`src/rtl/b_lut_inv_if.sv`:
```
`default_nettype none
// ============================================================================
// Module      : b_lut_inv_if
// Description : Request/response bundle for the nibble-LUT inverter.
//               Request side : in_valid/in_ready handshake carrying crs2/crs3
//                              (LUT entries 0..7 and 8..15).
//               Response side: out_valid/out_ready handshake carrying
//                              result_lo/result_hi (inverse LUT) and perm_ok.
//               master : the requester / result consumer
//               slave  : the inverter block
// Revision    : 1.0 - initial release
// ============================================================================
interface b_lut_inv_if;
  logic        in_valid;
  logic        in_ready;
  logic [31:0] crs2;
  logic [31:0] crs3;
  logic        out_valid;
  logic        out_ready;
  logic [31:0] result_lo;
  logic [31:0] result_hi;
  logic        perm_ok;

  modport master (
    output in_valid, crs2, crs3, out_ready,
    input  in_ready, out_valid, result_lo, result_hi, perm_ok
  );

  modport slave (
    input  in_valid, crs2, crs3, out_ready,
    output in_ready, out_valid, result_lo, result_hi, perm_ok
  );
endinterface
`default_nettype wire

```
`src/rtl/b_lut_inv.sv`:
```
`default_nettype none
// ============================================================================
// Module      : b_lut_inv
// Description : Inverts a 16-entry, 4-bit nibble LUT ({crs3,crs2}, entry i in
//               bits [4i+3:4i]). EPC entries are scanned per cycle, so a
//               result is ready 16/EPC cycles after the request is accepted.
//               A 16-bit seen-mask records which output slots were hit;
//               perm_ok reports whether every slot was hit (bijection).
//               Unhit slots read 0; a slot hit several times keeps the
//               highest source index.
// Ports       : clock  - core clock, rising edge
//               reset  - asynchronous, active-high
//               bus    - b_lut_inv_if.slave (request + result handshakes)
// Parameters  : EPC    - entries per cycle, one of 1,2,4,8,16
// Revision    : 1.0 - initial release
// ============================================================================
module b_lut_inv #(
  parameter int EPC = 4
) (
  input  logic        clock,
  input  logic        reset,
  b_lut_inv_if.slave  bus
);

  localparam int c_num_cycles = 16 / EPC;
  localparam int c_idx_w      = (c_num_cycles > 1) ? $clog2(c_num_cycles) : 1;

  typedef enum logic [1:0] {
    S_IDLE = 2'd0,
    S_RUN  = 2'd1,
    S_DONE = 2'd2
  } state_t;

  state_t               r_state;
  logic [c_idx_w-1:0]   r_idx;
  logic [63:0]          r_lut;
  logic [63:0]          r_inv;
  logic [15:0]          r_seen;
  logic                 r_in_ready;
  logic                 r_out_valid;
  logic                 r_perm_ok;

  logic [63:0]          w_inv_nxt;
  logic [15:0]          w_seen_nxt;
  logic [3:0]           w_k;
  logic [3:0]           w_ent;
  logic                 w_last;

  assign w_last = (r_idx == c_idx_w'(c_num_cycles - 1));

  // One scan step. Entries are applied in ascending k so that, when two
  // entries of the same step target one slot, the later (higher k) write
  // wins -- identical to a fully sequential walk.
  always_comb begin
    w_inv_nxt  = r_inv;
    w_seen_nxt = r_seen;
    w_k        = '0;
    w_ent      = '0;
    for (int e = 0; e < EPC; e++) begin
      w_k   = 4'(32'(r_idx) * EPC + e);
      w_ent = r_lut[{w_k, 2'b00} +: 4];
      w_inv_nxt[{w_ent, 2'b00} +: 4] = w_k;
      w_seen_nxt[w_ent]              = 1'b1;
    end
  end

  always_ff @(posedge clock or posedge reset) begin
    if (reset) begin
      r_state     <= S_IDLE;
      r_idx       <= '0;
      r_lut       <= '0;
      r_inv       <= '0;
      r_seen      <= '0;
      r_in_ready  <= 1'b1;
      r_out_valid <= 1'b0;
      r_perm_ok   <= 1'b0;
    end else begin
      case (r_state)
        S_IDLE: begin
          if (bus.in_valid && r_in_ready) begin
            r_lut      <= {bus.crs3, bus.crs2};
            r_inv      <= '0;
            r_seen     <= '0;
            r_idx      <= '0;
            r_in_ready <= 1'b0;
            r_state    <= S_RUN;
          end
        end
        S_RUN: begin
          r_inv  <= w_inv_nxt;
          r_seen <= w_seen_nxt;
          if (w_last) begin
            r_idx       <= '0;
            r_out_valid <= 1'b1;
            r_perm_ok   <= &w_seen_nxt;
            r_state     <= S_DONE;
          end else begin
            r_idx <= r_idx + 1'b1;
          end
        end
        S_DONE: begin
          // in_ready rises one edge after the handoff, so no request can
          // be taken in the same cycle the result is consumed.
          if (bus.out_ready) begin
            r_out_valid <= 1'b0;
            r_in_ready  <= 1'b1;
            r_state     <= S_IDLE;
          end
        end
        default: begin
          r_state     <= S_IDLE;
          r_in_ready  <= 1'b1;
          r_out_valid <= 1'b0;
        end
      endcase
    end
  end

  assign bus.in_ready  = r_in_ready;
  assign bus.out_valid = r_out_valid;
  assign bus.result_lo = r_inv[31:0];
  assign bus.result_hi = r_inv[63:32];
  assign bus.perm_ok   = r_perm_ok;

endmodule
`default_nettype wire

```
`src/flat_wrapper.sv`:
```
// flat-port wrapper written by rule: the top's interface ports become plain ports
module b_lut_inv_flat 
#(
  parameter int EPC = 4
)
  (clock, reset, bus_in_valid, bus_crs2, bus_crs3, bus_out_ready, bus_in_ready, bus_out_valid, bus_result_lo, bus_result_hi, bus_perm_ok);
  b_lut_inv_if bus_i ();
  input  logic clock;
  input  logic reset;
  input wire logic [$bits(bus_i.in_valid)-1:0] bus_in_valid;
  input wire logic [$bits(bus_i.crs2)-1:0] bus_crs2;
  input wire logic [$bits(bus_i.crs3)-1:0] bus_crs3;
  input wire logic [$bits(bus_i.out_ready)-1:0] bus_out_ready;
  output wire logic [$bits(bus_i.in_ready)-1:0] bus_in_ready;
  output wire logic [$bits(bus_i.out_valid)-1:0] bus_out_valid;
  output wire logic [$bits(bus_i.result_lo)-1:0] bus_result_lo;
  output wire logic [$bits(bus_i.result_hi)-1:0] bus_result_hi;
  output wire logic [$bits(bus_i.perm_ok)-1:0] bus_perm_ok;
  assign bus_i.in_valid = bus_in_valid;
  assign bus_i.crs2 = bus_crs2;
  assign bus_i.crs3 = bus_crs3;
  assign bus_i.out_ready = bus_out_ready;
  assign bus_in_ready = bus_i.in_ready;
  assign bus_out_valid = bus_i.out_valid;
  assign bus_result_lo = bus_i.result_lo;
  assign bus_result_hi = bus_i.result_hi;
  assign bus_perm_ok = bus_i.perm_ok;
  b_lut_inv #(.EPC(EPC)) u_core (.clock(clock), .reset(reset), .bus(bus_i));
endmodule
```
`config.mk`:
```
export PLATFORM = sky130hd
export DESIGN_NAME = b_lut_inv_flat
export DESIGN_NICKNAME = d
export VERILOG_FILES = /design/src/rtl/b_lut_inv_if.sv /design/src/rtl/b_lut_inv.sv /design/src/flat_wrapper.sv
export SDC_FILE = /design/constraint.sdc
export NUM_CORES = 1
export LEC_CHECK = 0
export ABC_AREA = 1
export CAP_MARGIN = 40
export CORE_MARGIN = 5
export CORE_UTILIZATION = 55
export CTS_BUF_LIST = sky130_fd_sc_hd__clkbuf_2
export CTS_CLUSTER_DIAMETER = 200
export CTS_CLUSTER_SIZE = 8
export DETAILED_ROUTE_END_ITERATION = 10
export GPL_ROUTABILITY_DRIVEN = 1
export GPL_TIMING_DRIVEN = 0
export HOLD_SLACK_MARGIN = 0.15
export PLACE_DENSITY_LB_ADDON = 0.15
export SLEW_MARGIN = 25
export SYNTH_ARGS = -nofsm -noshare
export SYNTH_HDL_FRONTEND = slang
export SYNTH_SLANG_ARGS = --single-unit
```
`constraint.sdc`:
```
create_clock -name clock -period 9.4 [get_ports clock]
set_input_delay 1.88 -clock clock [delete_from_list [all_inputs] [get_ports clock]]
set_output_delay 1.88 -clock clock [all_outputs]
set_load 0.1 [all_outputs]
```
# After elaboration in Yosys (flattened, before gate mapping)
# Index checks and enable logic that the tools add are counted.
# word_totals
in_bits	68
elab_cells	91
ff_bits	151
out_inout_bits	67
# op_classes
addsub	8
n_lt_le_gt_ge	8
n_reduce_logical	14
eq_ne	6
mux	29
bitwise	6
shifts	12
# op_table
operator	count
bitwise mux 64 bit	4
variable shift 4 x 8 -> 64 bit (first input constant)	4
variable part select 4 x 8 -> 64 bit	4
variable part select 64 x 7 -> 4 bit	4
one-hot mux 64 bit (2 select lines)	1
two-way mux 64 bit	1
bitwise OR 16 bit	4
negator 6 -> 8 bit	4
one-hot mux 16 bit (2 select lines)	1
< comparator 4 x 5 -> 1 bit (second input constant)	4
demux 1 bit (select 4 bit)	4
greater-or-equal comparator 4 x 1 -> 1 bit (second input constant)	4
two-way mux 16 bit	1
AND reduction 16 bit	1
two-way mux 2 bit	5
AND reduction 3 bit	3
adder 4 x 2 -> 4 bit (second input constant)	2
two-way mux 1 bit	8
one-hot mux 1 bit (3 select lines)	2
one-hot mux 2 bit (3 select lines)	1
AND reduction 2 bit	3
logical AND 1 bit	5
adder 4 x 1 -> 4 bit (second input constant)	1
== test 2 bit (second input constant)	2
8 further kinds	10

# Depth between registers and ports, before layout
# Gate-level depths: netlist of the first run.
# logic_depth
ltp_word	10
depth_mapped	21
ltp_nobuf	19

# Worst setup path before layout of the first run
# Ideal clock, no wire load.
# synth_timing
kind	input to register
start	in bus_in_valid
end	reg u_core.r_inv[12]
t_arrival_ns	2.970
setup_time_ns	0.137
cell_stages	8
path_buffers	1
path_slack_ns	6.293
t_required_ns	9.263
cell_sequence	nand3_1 > inv_2 > nor2_1 > inv_1 > clkbuf_1 > nand2_1 > nand2_1 > o21ai_0
# synth_via
elab_chain_len	3
# synth_lines
element	line_no	text
start: declaration	flat_wrapper.sv:10	input wire logic [$bits(bus_i.in_valid)-1:0] bus_in_valid;
logical AND 1 bit	b_lut_inv.sv:80	if (bus.in_valid && r_in_ready) begin
!= test 2 x 1 -> 1 bit (no line)	n/a	
AND reduction 2 bit (no line)	n/a	
end signal: assignment	b_lut_inv.sv:90	r_inv <= w_inv_nxt;
end: declaration	b_lut_inv.sv:37	logic [63:0] r_inv;
# No other way between the ends.
# A chain may end at the register's enable or synchronous reset.

# Worst setup path after layout of the first run
# layout_timing
start	reg u_core.r_in_ready (netlist: u_core.bus.in_ready)
end	out bus_in_ready
# layout_lines
element	line_no	text
start: declaration	b_lut_inv.sv:39	logic r_in_ready;
start signal: assignment	b_lut_inv.sv:74	r_in_ready <= 1'b1;
start signal: assignment	b_lut_inv.sv:85	r_in_ready <= 1'b0;
start signal: assignment	b_lut_inv.sv:106	r_in_ready <= 1'b1;
end: declaration	flat_wrapper.sv:14	output wire logic [$bits(bus_i.in_ready)-1:0] bus_in_ready;
# No word-level cell between the ends.

==> impl_metrics.ini, run 1 <==
[clocking]
tritoncts.num_buffers = 17
post_cts.repair.setup_buffers = 0
cts-root-to-sink-buffers = 2
cts.root.buffer_cell = sky130_fd_sc_hd__clkbuf_2
cts_tree = done
postCtsHoldBufs = 0
clock_latency_of_the_later_clocked_register_in_the_worst_skew_pair_ps = 830
htreeDepth = 4
postCtsResizedCells = 0
cts.reportedPaths.clkPinSlew_ps = 260
tritoncts_num_sinks = 151

[cells_and_area]
filler_cell_count = 1367
area_growth_pct = 30.9
post_route_cells_drive_above_1_share = 0.133
nets = 1720
layout_commonest_cell = sky130_fd_sc_hd__nand2_1
leading_cell_types_in_the_layout_fill_and_taps_excluded = sky130_fd_sc_hd__nand2_1 (611), sky130_fd_sc_hd__dfrtp_1 (150), sky130_fd_sc_hd__clkdlybuf4s50_1 (134), sky130_fd_sc_hd__nand3_1 (122), sky130_fd_sc_hd__nor2_1 (108)

[synthesis]
synth.cell_area_um2 = 9590
postSynth.asyncResetShare = 1.00
number_of_flops_mapped_to_enable_cells_by_yosys = 0
count_of_state_elements_after_synthesis = 151
ys_dominant_reg_cell = sky130_fd_sc_hd__dfrtp_1
synth_fp_nets = 1499
netlist_instances = 1407
yosysTopAreaCell = sky130_fd_sc_hd__dfrtp_1
avgSynthCellArea_um2 = 6.82
synth_seq_area_share = 0.394
synth.yosys.warnings = 0
dominant_cells_by_area_after_synthesis = sky130_fd_sc_hd__dfrtp_1 (39%), sky130_fd_sc_hd__nand2_1 (24%), sky130_fd_sc_hd__nand3_1 (6.4%), sky130_fd_sc_hd__nor2_1 (4.2%), sky130_fd_sc_hd__inv_1 (3.9%)
synth_top_cell_area_share = 0.391
yosys.cell_types.count = 39

[sta]
setup_skew_after_layout_ps = 49.5
period_share = 0.429
clock.fmax_mhz = 248
timing.hold.ws_ps = 509
max_slew_margin = 0.436
max_slew.worst_pin.slew_ps = 846
post-route-min-period_ps = 4030
timing.final.setup_violations = 0
final.setup.tns_ps = 0
final_max_slew_viol_count = 0
hold_violations = 0
grt_setup_unrepaired = false

[grt]
grt_resource_usage_total = 0.363
grt_first_pass_wirelength_um = 56600
initial_antenna_violation_count = 1
pin_count_of_the_biggest_net_entering_global_routing = 102
number_of_global_route_vias_before_repair = 10600
grt.overflow.total = 0

[route]
route.detailed.drc = 0
post_drt_wl_per_cell_um = 19.3
postRouteWirelength_um = 36000
detailroute.via_count = 10700
detail_route.iter0.violations = 1007
viasPerCell = 5.71
detailedRoute.firstPassIterationCount = 6
final_antenna_net_count = 0

[die]
die_ar_um2 = 20200
die_h_um = 142
floorplan.io_pins = 135
start_util = 0.558
rows = 48
die_span_x_um = 142
core_region_area_um2 = 17200

[setup_path]
worstSetupStartpointType = register
cpPeakStageDelay_ps = 610
worst_setup_path_category = register to primary output
critical_path_required_ps = 7520
critPathCaptureType = primary output
path_cells = clkdlybuf4s50_1, buf_8
crit_path_top_delay_cell = sky130_fd_sc_hd__dfstp_2
cp.arrival_ps = 2150
crit_family = buffers and inverters
worst-path-max-fanout = 3
critPathBufInv = 2

[run]
timing.max_cap.violations = 0

[placed_design]
detailedPlacementHpwl_um = 27900
buffer_ports.inserted = 134
routabilityCongestion = 0.997

[hold_path]
min_path_type = register to register

[outcome]
status = finished clean
==> logic make-up (layout without fill, tap and decap cells) <==
family          after synthesis  count (layout)  synth area share
flops                       151             151             0.394
simple gates                956             956             0.430
buf+inv                     165             399            0.0760
fa+ha+maj                    24              24            0.0313
compound gates              111             111            0.0687
other cells                   0               2                 0
==> metrics by stage <==
stage / utilization / instance area [um^2] / instances / setup slack (ps)
after floorplan: - / 9590 / 1407 / 3460
after global placement: 0.653 / 11200 / 1766 / 1590
after detailed placement: 0.715 / 12300 / 1834 / 4980
after CTS: 0.731 / 12600 / 1866 / 5340
after global routing: 0.731 / 12600 / 1868 / 5260
final: 0.731 / 12600 / 1868 / 5370
==> worst register-to-register path: cells and delay by family, from the launching register on <==
family	cells	cell delay [ps]
and+or+nand+nor	13	1940
buffers and inverters	4	760
DFF	1	540
adders and majority gates	1	290
AOI/OAI and AO/OA	1	160
==> state kept, by name, summed over array words and instances, names as in the netlist <==
| signal | flops |
|---|---|
| u_core.bus.in_ready | 1 |
| u_core.r_state | 2 |
| u_core.r_lut | 64 |
| u_core.r_idx | 2 |
| u_core.r_seen | 16 |
| u_core.bus.out_valid | 1 |
| u_core.r_inv | 64 |
| u_core.bus.perm_ok | 1 |
==> final cells by class <==
cell class              count  area [um^2]  share of cell area
diodes                      2         5.00            0.000398
plain buffers              46          280              0.0223
clock buffers              17         85.1             0.00677
clock inverters            15          188              0.0149
inverters                 119          457              0.0364
multi-input cells        1091         5080               0.405
flip-flops and latches    151         3780               0.301
well taps                 225          282              0.0224
repair buffers            202         2400               0.191
==> final timing paths <==
check | start | endpoint | slack (ps) | cells after the start
max | u_core.bus.in_ready | bus_in_ready | 5370 | 2
min | u_core.r_inv[28] | u_core.r_inv[28] | 510 | 2
max reg2reg | u_core.r_idx[0] | u_core.r_inv[50] | 5680 | 19
min reg2reg | u_core.r_inv[28] | u_core.r_inv[28] | 510 | 2
max in group asynchronous | reset | u_core.bus.in_ready | 7170 | 3
min in group asynchronous | reset | u_core.r_inv[61] | 1410 | 2
==> cells in the mapped netlist, types with 3 or more instances <==
cell type,number
sky130_fd_sc_hd__nand3_2,14
sky130_fd_sc_hd__buf_4,6
sky130_fd_sc_hd__nand2_2,35
sky130_fd_sc_hd__nor2_1,108
sky130_fd_sc_hd__nand2_4,7
sky130_fd_sc_hd__ha_1,24
sky130_fd_sc_hd__a21oi_1,15
sky130_fd_sc_hd__buf_1,9
sky130_fd_sc_hd__buf_6,11
sky130_fd_sc_hd__nand4_1,32
sky130_fd_sc_hd__nor3_1,11
sky130_fd_sc_hd__nor2_4,3
sky130_fd_sc_hd__o21ai_2,8
sky130_fd_sc_hd__nand3_1,122
sky130_fd_sc_hd__inv_2,17
sky130_fd_sc_hd__nor2_2,8
sky130_fd_sc_hd__clkbuf_1,18
sky130_fd_sc_hd__o21ai_1,15
sky130_fd_sc_hd__o22ai_1,12
sky130_fd_sc_hd__o21ai_0,47
sky130_fd_sc_hd__inv_1,100
sky130_fd_sc_hd__nand2_1,611
sky130_fd_sc_hd__a31oi_1,4
sky130_fd_sc_hd__dfrtp_1,150
==> metal layers <==
| layer | GRT usage | part of all wire |
|---|---|---|
| met1 | 0.465 | 0.39 |
| met2 | 0.571 | 0.45 |
| met3 | 0.0971 | 0.10 |
| met4 | 0.178 | 0.054 |
| met5 | 0 | 0 |
Power of run 1 is not shown: default switching activity piles up to over one toggle a cycle in this logic, so the estimate is an artifact.
==> run 2, diff against run 1 <==
CORE_UTILIZATION = 52   (was 55)
clock period = 3.7 ns   (was 9.4 ns; I/O delays follow)
==> impl_metrics.ini, run 2 (synthesized netlist as in run 1, its figures left out) <==
[run]
timing.max_cap.violations = 0

[placed_design]
place_worst_setup_slack_ps = 238
routabilityCongestion = 1.03
buffer_ports.inserted = 134
detailedPlacementHpwl_um = 26700
place_inst = 1842

[clocking]
tritoncts.num_buffers = 17
htreeDepth = 4
tritoncts_num_sinks = 151
cts.reportedPaths.clkPinSlew_ps = 290
postCtsHoldBufs = 0
cts-root-to-sink-buffers = 2
clock_latency_of_the_later_clocked_register_in_the_worst_skew_pair_ps = 780
cts.root.buffer_cell = sky130_fd_sc_hd__clkbuf_2
cts_tree = done

[die]
die_span_x_um = 146
floorplan.io_pins = 135
start_util = 0.530
die_h_um = 146
core_region_area_um2 = 18100
rows = 49
die_ar_um2 = 21300

[setup_path]
worstSetupStartpointType = register
worst-path-max-fanout = 10
worst_setup_path_category = register to register
critical_path_required_ps = 4380
cpPeakStageDelay_ps = 550
critPathBufInv = 4
path_cells = buf_6, nor2_1, nor2_1, nand2_2, nand2_2, inv_2, ha_1, inv_1, nand3_1, nand2_2, clkinvlp_4, nand3_1, nor2_1, o21ai_1, nand2_1, nand2_1, nand2_1
crit_path_top_delay_cell = sky130_fd_sc_hd__dfrtp_1
crit_family = simple AND/OR/NAND/NOR gates
critPathCaptureType = register
cp.arrival_ps = 4190

[cells_and_area]
nets = 1724
leading_cell_types_in_the_layout_fill_and_taps_excluded = sky130_fd_sc_hd__nand2_1 (611), sky130_fd_sc_hd__dfrtp_1 (150), sky130_fd_sc_hd__clkdlybuf4s50_1 (134), sky130_fd_sc_hd__nand3_1 (122), sky130_fd_sc_hd__nor2_1 (108)
layout_top_registers = u_core.r_inv x64, u_core.r_lut x64, u_core.r_seen x16
layout_commonest_cell = sky130_fd_sc_hd__nand2_1
area_growth_pct = 31.4
final_cell_count_no_fill = 1875
post_route_cells_drive_above_1_share = 0.136

[sta]
post-route-min-period_ps = 3510
max_slew.worst_pin.slew_ps = 840
hold_violations = 0
clock.fmax_mhz = 285
period_share = 0.949
final_max_slew_viol_count = 0
worst_slack_ps = 189
grt_setup_unrepaired = false
max_slew_margin = 0.440
timing.final.setup_violations = 0
setup_skew_after_layout_ps = 51.1

[grt]
number_of_global_route_vias_before_repair = 10000
grt.overflow.total = 0
pin_count_of_the_biggest_net_entering_global_routing = 34
initial_antenna_violation_count = 1
grt_resource_usage_total = 0.320
grt_first_pass_wirelength_um = 54100

[route]
final_antenna_net_count = 0
detailroute.via_count = 10300
route.detailed.drc = 0
detail_route.iter0.violations = 893
viasPerCell = 5.50
postRouteWirelength_um = 34400
post_drt_wl_per_cell_um = 18.3
detailedRoute.firstPassIterationCount = 8

[hold_path]
min_path_type = input pin to asynchronous set/reset pin

[outcome]
status = finished clean
-- run 2: timing repair --
item,CTS,global route
gates resized for setup,0,2
setup endpoints to repair,0,6
setup buffers,0,0
-- run 2: final timing paths --
| check | slack [ps] | start | depth (start not counted) | endpoint |
|---|---|---|---|---|
| setup / recovery | 190 | u_core.r_idx[0] | 17 | u_core.r_inv[10] |
| hold reg to reg | 520 | u_core.r_lut[44] | 2 | u_core.r_lut[44] |
| max in group asynchronous | 2540 | reset | 5 | u_core.r_inv[35] |
| setup reg to reg | 190 | u_core.r_idx[0] | 17 | u_core.r_inv[10] |
| min in group clock | 450 | bus_crs2[26] | 3 | u_core.r_lut[26] |
| hold / removal | 220 | reset | 2 | u_core.r_seen[6] |
-- run 2: worst register-to-register path, cell delays in order, from the launching register on --
cell and delay (ps):
sky130_fd_sc_hd__dfrtp_1 550, sky130_fd_sc_hd__buf_6 190, sky130_fd_sc_hd__nor2_1 50, sky130_fd_sc_hd__nor2_1 160, sky130_fd_sc_hd__nand2_2 160, sky130_fd_sc_hd__nand2_2 250, sky130_fd_sc_hd__inv_2 140, sky130_fd_sc_hd__ha_1 290
sky130_fd_sc_hd__inv_1 120, sky130_fd_sc_hd__nand3_1 100, sky130_fd_sc_hd__nand2_2 280, sky130_fd_sc_hd__clkinvlp_4 280, sky130_fd_sc_hd__nand3_1 140, sky130_fd_sc_hd__nor2_1 80, sky130_fd_sc_hd__o21ai_1 420, sky130_fd_sc_hd__nand2_1 140
sky130_fd_sc_hd__nand2_1 80, sky130_fd_sc_hd__nand2_1 50
-- run 2: final cells by class --
| class | instances | area [um^2] |
|---|---|---|
| diodes | 1 | 2.50 |
| well taps | 229 | 287 |
| inverters | 119 | 457 |
| flip-flops and latches | 151 | 3780 |
| plain buffers | 46 | 280 |
| fillers | 1497 | 5480 |
| clock inverters | 15 | 155 |
| multi-input cells | 1091 | 5090 |
| clock buffers | 17 | 85.1 |
| repair buffers | 206 | 2470 |
-- run 2: metrics by stage --
| step | util | hold slack, ps | setup TNS, ps | cell area, um^2 |
|---|---|---|---|---|
| floorplan | - | 441 | 0 | 9600 |
| global placement | 0.621 | 455 | -34610 | 11200 |
| detailed placement | 0.683 | 462 | 0 | 12400 |
| CTS | 0.696 | 211 | 0 | 12600 |
| global route | 0.697 | 213 | 0 | 12600 |
| finish | 0.697 | 223 | 0 | 12600 |
-- run 2: routing by layer --
| metal | track usage | vias up | part of all wire |
|---|---|---|---|
| met3 | 0.0533 | 82 | 0.079 |
| met4 | 0.131 | 0 | 0.034 |
| met5 | 0 | - | 0 |
| met1 | 0.445 | 4824 | 0.43 |
| met2 | 0.498 | 498 | 0.45 |
| li1 | - | 4908 | - |
Power of run 2 is left out for the same reason.
==> run 3, diff against run 2 <==
CAP_MARGIN = 20   (was 40)
==> impl_metrics.ini, run 3 (synthesized netlist as in run 1, its figures left out) <==
[setup_path]
worst-path-max-fanout = 10
worstSetupStartpointType = register
cp.arrival_ps = 4290
timing.rr.end = u_core.r_inv[51]
r2r.worst_path.cells = 19
reg2reg_slack_ps = 180
critPathCaptureType = register
crit_start = u_core.r_idx[0]
crit-reg2reg-launch = u_core.r_idx[0]
critical_path_required_ps = 4460
worst_setup_path_category = register to register

[cells_and_area]
nets = 1657
layout_commonest_cell = sky130_fd_sc_hd__nand2_1
sequential_cell_area_um2 = 3780
multiInputGateArea_um2 = 5090
final_cell_count_no_fill = 1808
area_growth_pct = 20.7
layout_top_registers = u_core.r_inv x64, u_core.r_lut x64, u_core.r_seen x16
leading_cell_types_in_the_layout_fill_and_taps_excluded = sky130_fd_sc_hd__nand2_1 (611), sky130_fd_sc_hd__dfrtp_1 (150), sky130_fd_sc_hd__clkdlybuf4s50_1 (134), sky130_fd_sc_hd__nand3_1 (122), sky130_fd_sc_hd__nor2_1 (107)
filler_cell_count = 1689
post_route_cells_drive_above_1_share = 0.100

[sta]
max_slew.worst_pin.slew_ps = 994
period_share = 0.952
clock.fmax_mhz = 284
max_slew_margin = 0.335
setup_skew_after_layout_ps = 71.0
final_max_slew_viol_count = 0
grt_setup_unrepaired = false
final.setup.tns_ps = 0
timing.final.setup_violations = 0
post-route-min-period_ps = 3520
hold_violations = 0

[clocking]
cts_tree = done
cts.root.buffer_cell = sky130_fd_sc_hd__clkbuf_2
tritoncts_num_sinks = 151
clock_latency_of_the_later_clocked_register_in_the_worst_skew_pair_ps = 830
cts.reportedPaths.clkPinSlew_ps = 310
htreeDepth = 4
postCtsHoldBufs = 0
cts-root-to-sink-buffers = 2
tritoncts.num_buffers = 17

[die]
core_region_area_um2 = 18100
floorplan.io_pins = 135
die_ar_um2 = 21300
start_util = 0.530
die_h_um = 146
die_span_x_um = 146
rows = 49

[route]
detailroute.via_count = 9886
met3_wirelength_um = 2910
detail_route.iter0.violations = 924
viasPerCell = 5.47
dr.max_layer_used = met4
post_drt_wl_per_cell_um = 18.3
postRouteWirelength_um = 33100
route.detailed.drc = 0
met1_length_um = 14500
final_antenna_net_count = 0
detailedRoute.firstPassIterationCount = 5
detailroute.wirelength.met2_um = 14600

[placed_design]
detailedPlacementHpwl_um = 25600
routabilityCongestion = 1.03
place_inst = 1775
buffer_ports.inserted = 134

[grt]
grt_first_pass_wirelength_um = 51700
number_of_global_route_vias_before_repair = 9415
grt_resource_usage_total = 0.309
grt.overflow.total = 0
pin_count_of_the_biggest_net_entering_global_routing = 34
initial_antenna_violation_count = 1

[run]
timing.max_cap.violations = 0

[hold_path]
min_path_type = input pin to asynchronous set/reset pin

[outcome]
status = finished clean
[run 3: worst max path at each step]
stage	to	slack, ps	cells after the start
floorplan	u_core.bus.out_valid	1060	1
global placement	u_core.r_inv[51]	-250	2
detailed placement	u_core.r_inv[51]	240	19
CTS	u_core.r_inv[51]	220	19
global route	u_core.r_inv[51]	60	19
finish	u_core.r_inv[51]	180	19
[run 3: layout make-up]
cell class                 count  area share
clock inverter                14      0.0136
antenna                        1    0.000216
clock buffer                  18     0.00778
buffer                        46      0.0242
sequential                   151       0.326
tap                          229      0.0247
timing repair buffer         139       0.124
inverter                     119      0.0391
multi-input combinational   1091       0.439
[run 3: critical path, cell delays in order (launching register included)]
cell and delay [ps]:
sky130_fd_sc_hd__dfrtp_1 530, sky130_fd_sc_hd__buf_6 190, sky130_fd_sc_hd__nor2_1 100, sky130_fd_sc_hd__nor2_1 70, sky130_fd_sc_hd__nand2_2 140, sky130_fd_sc_hd__nand2_2 200
sky130_fd_sc_hd__inv_2 210, sky130_fd_sc_hd__ha_1 290, sky130_fd_sc_hd__inv_1 100, sky130_fd_sc_hd__nand3_1 100, sky130_fd_sc_hd__nand2_2 190, sky130_fd_sc_hd__inv_1 280
sky130_fd_sc_hd__nand2_1 160, sky130_fd_sc_hd__nor2_2 230, sky130_fd_sc_hd__nand2_1 80, sky130_fd_sc_hd__o21ai_1 130, sky130_fd_sc_hd__nand2_1 200, sky130_fd_sc_hd__nand2_1 140
sky130_fd_sc_hd__nand2_1 60, sky130_fd_sc_hd__nand2_1 100
[run 3: per-stage QoR]
| stage | setup slack, ps | hold slack (ps) | utilization | area (um^2) |
|---|---|---|---|---|
| after floorplan | 1060 | 441 | - | 9600 |
| after global placement | -253 | 455 | 0.621 | 11200 |
| after detailed placement | 244 | 462 | 0.626 | 11300 |
| after CTS | 221 | 181 | 0.640 | 11600 |
| after global routing | 62.8 | 170 | 0.640 | 11600 |
| final | 178 | 165 | 0.640 | 11600 |
[run 3: what timing repair did]
action	4_1_cts	5_1_grt
setup buffers	0	0
endpoints found under the setup margin	0	2
gates resized for setup	0	2
[run 3: per-layer routing]
metal  GRT usage  up-vias
met5           0        -
met2       0.474      470
met4       0.114        0
li1            -     4782
met1       0.445     4546
met3      0.0461       88
Power of run 3 is left out for the same reason.
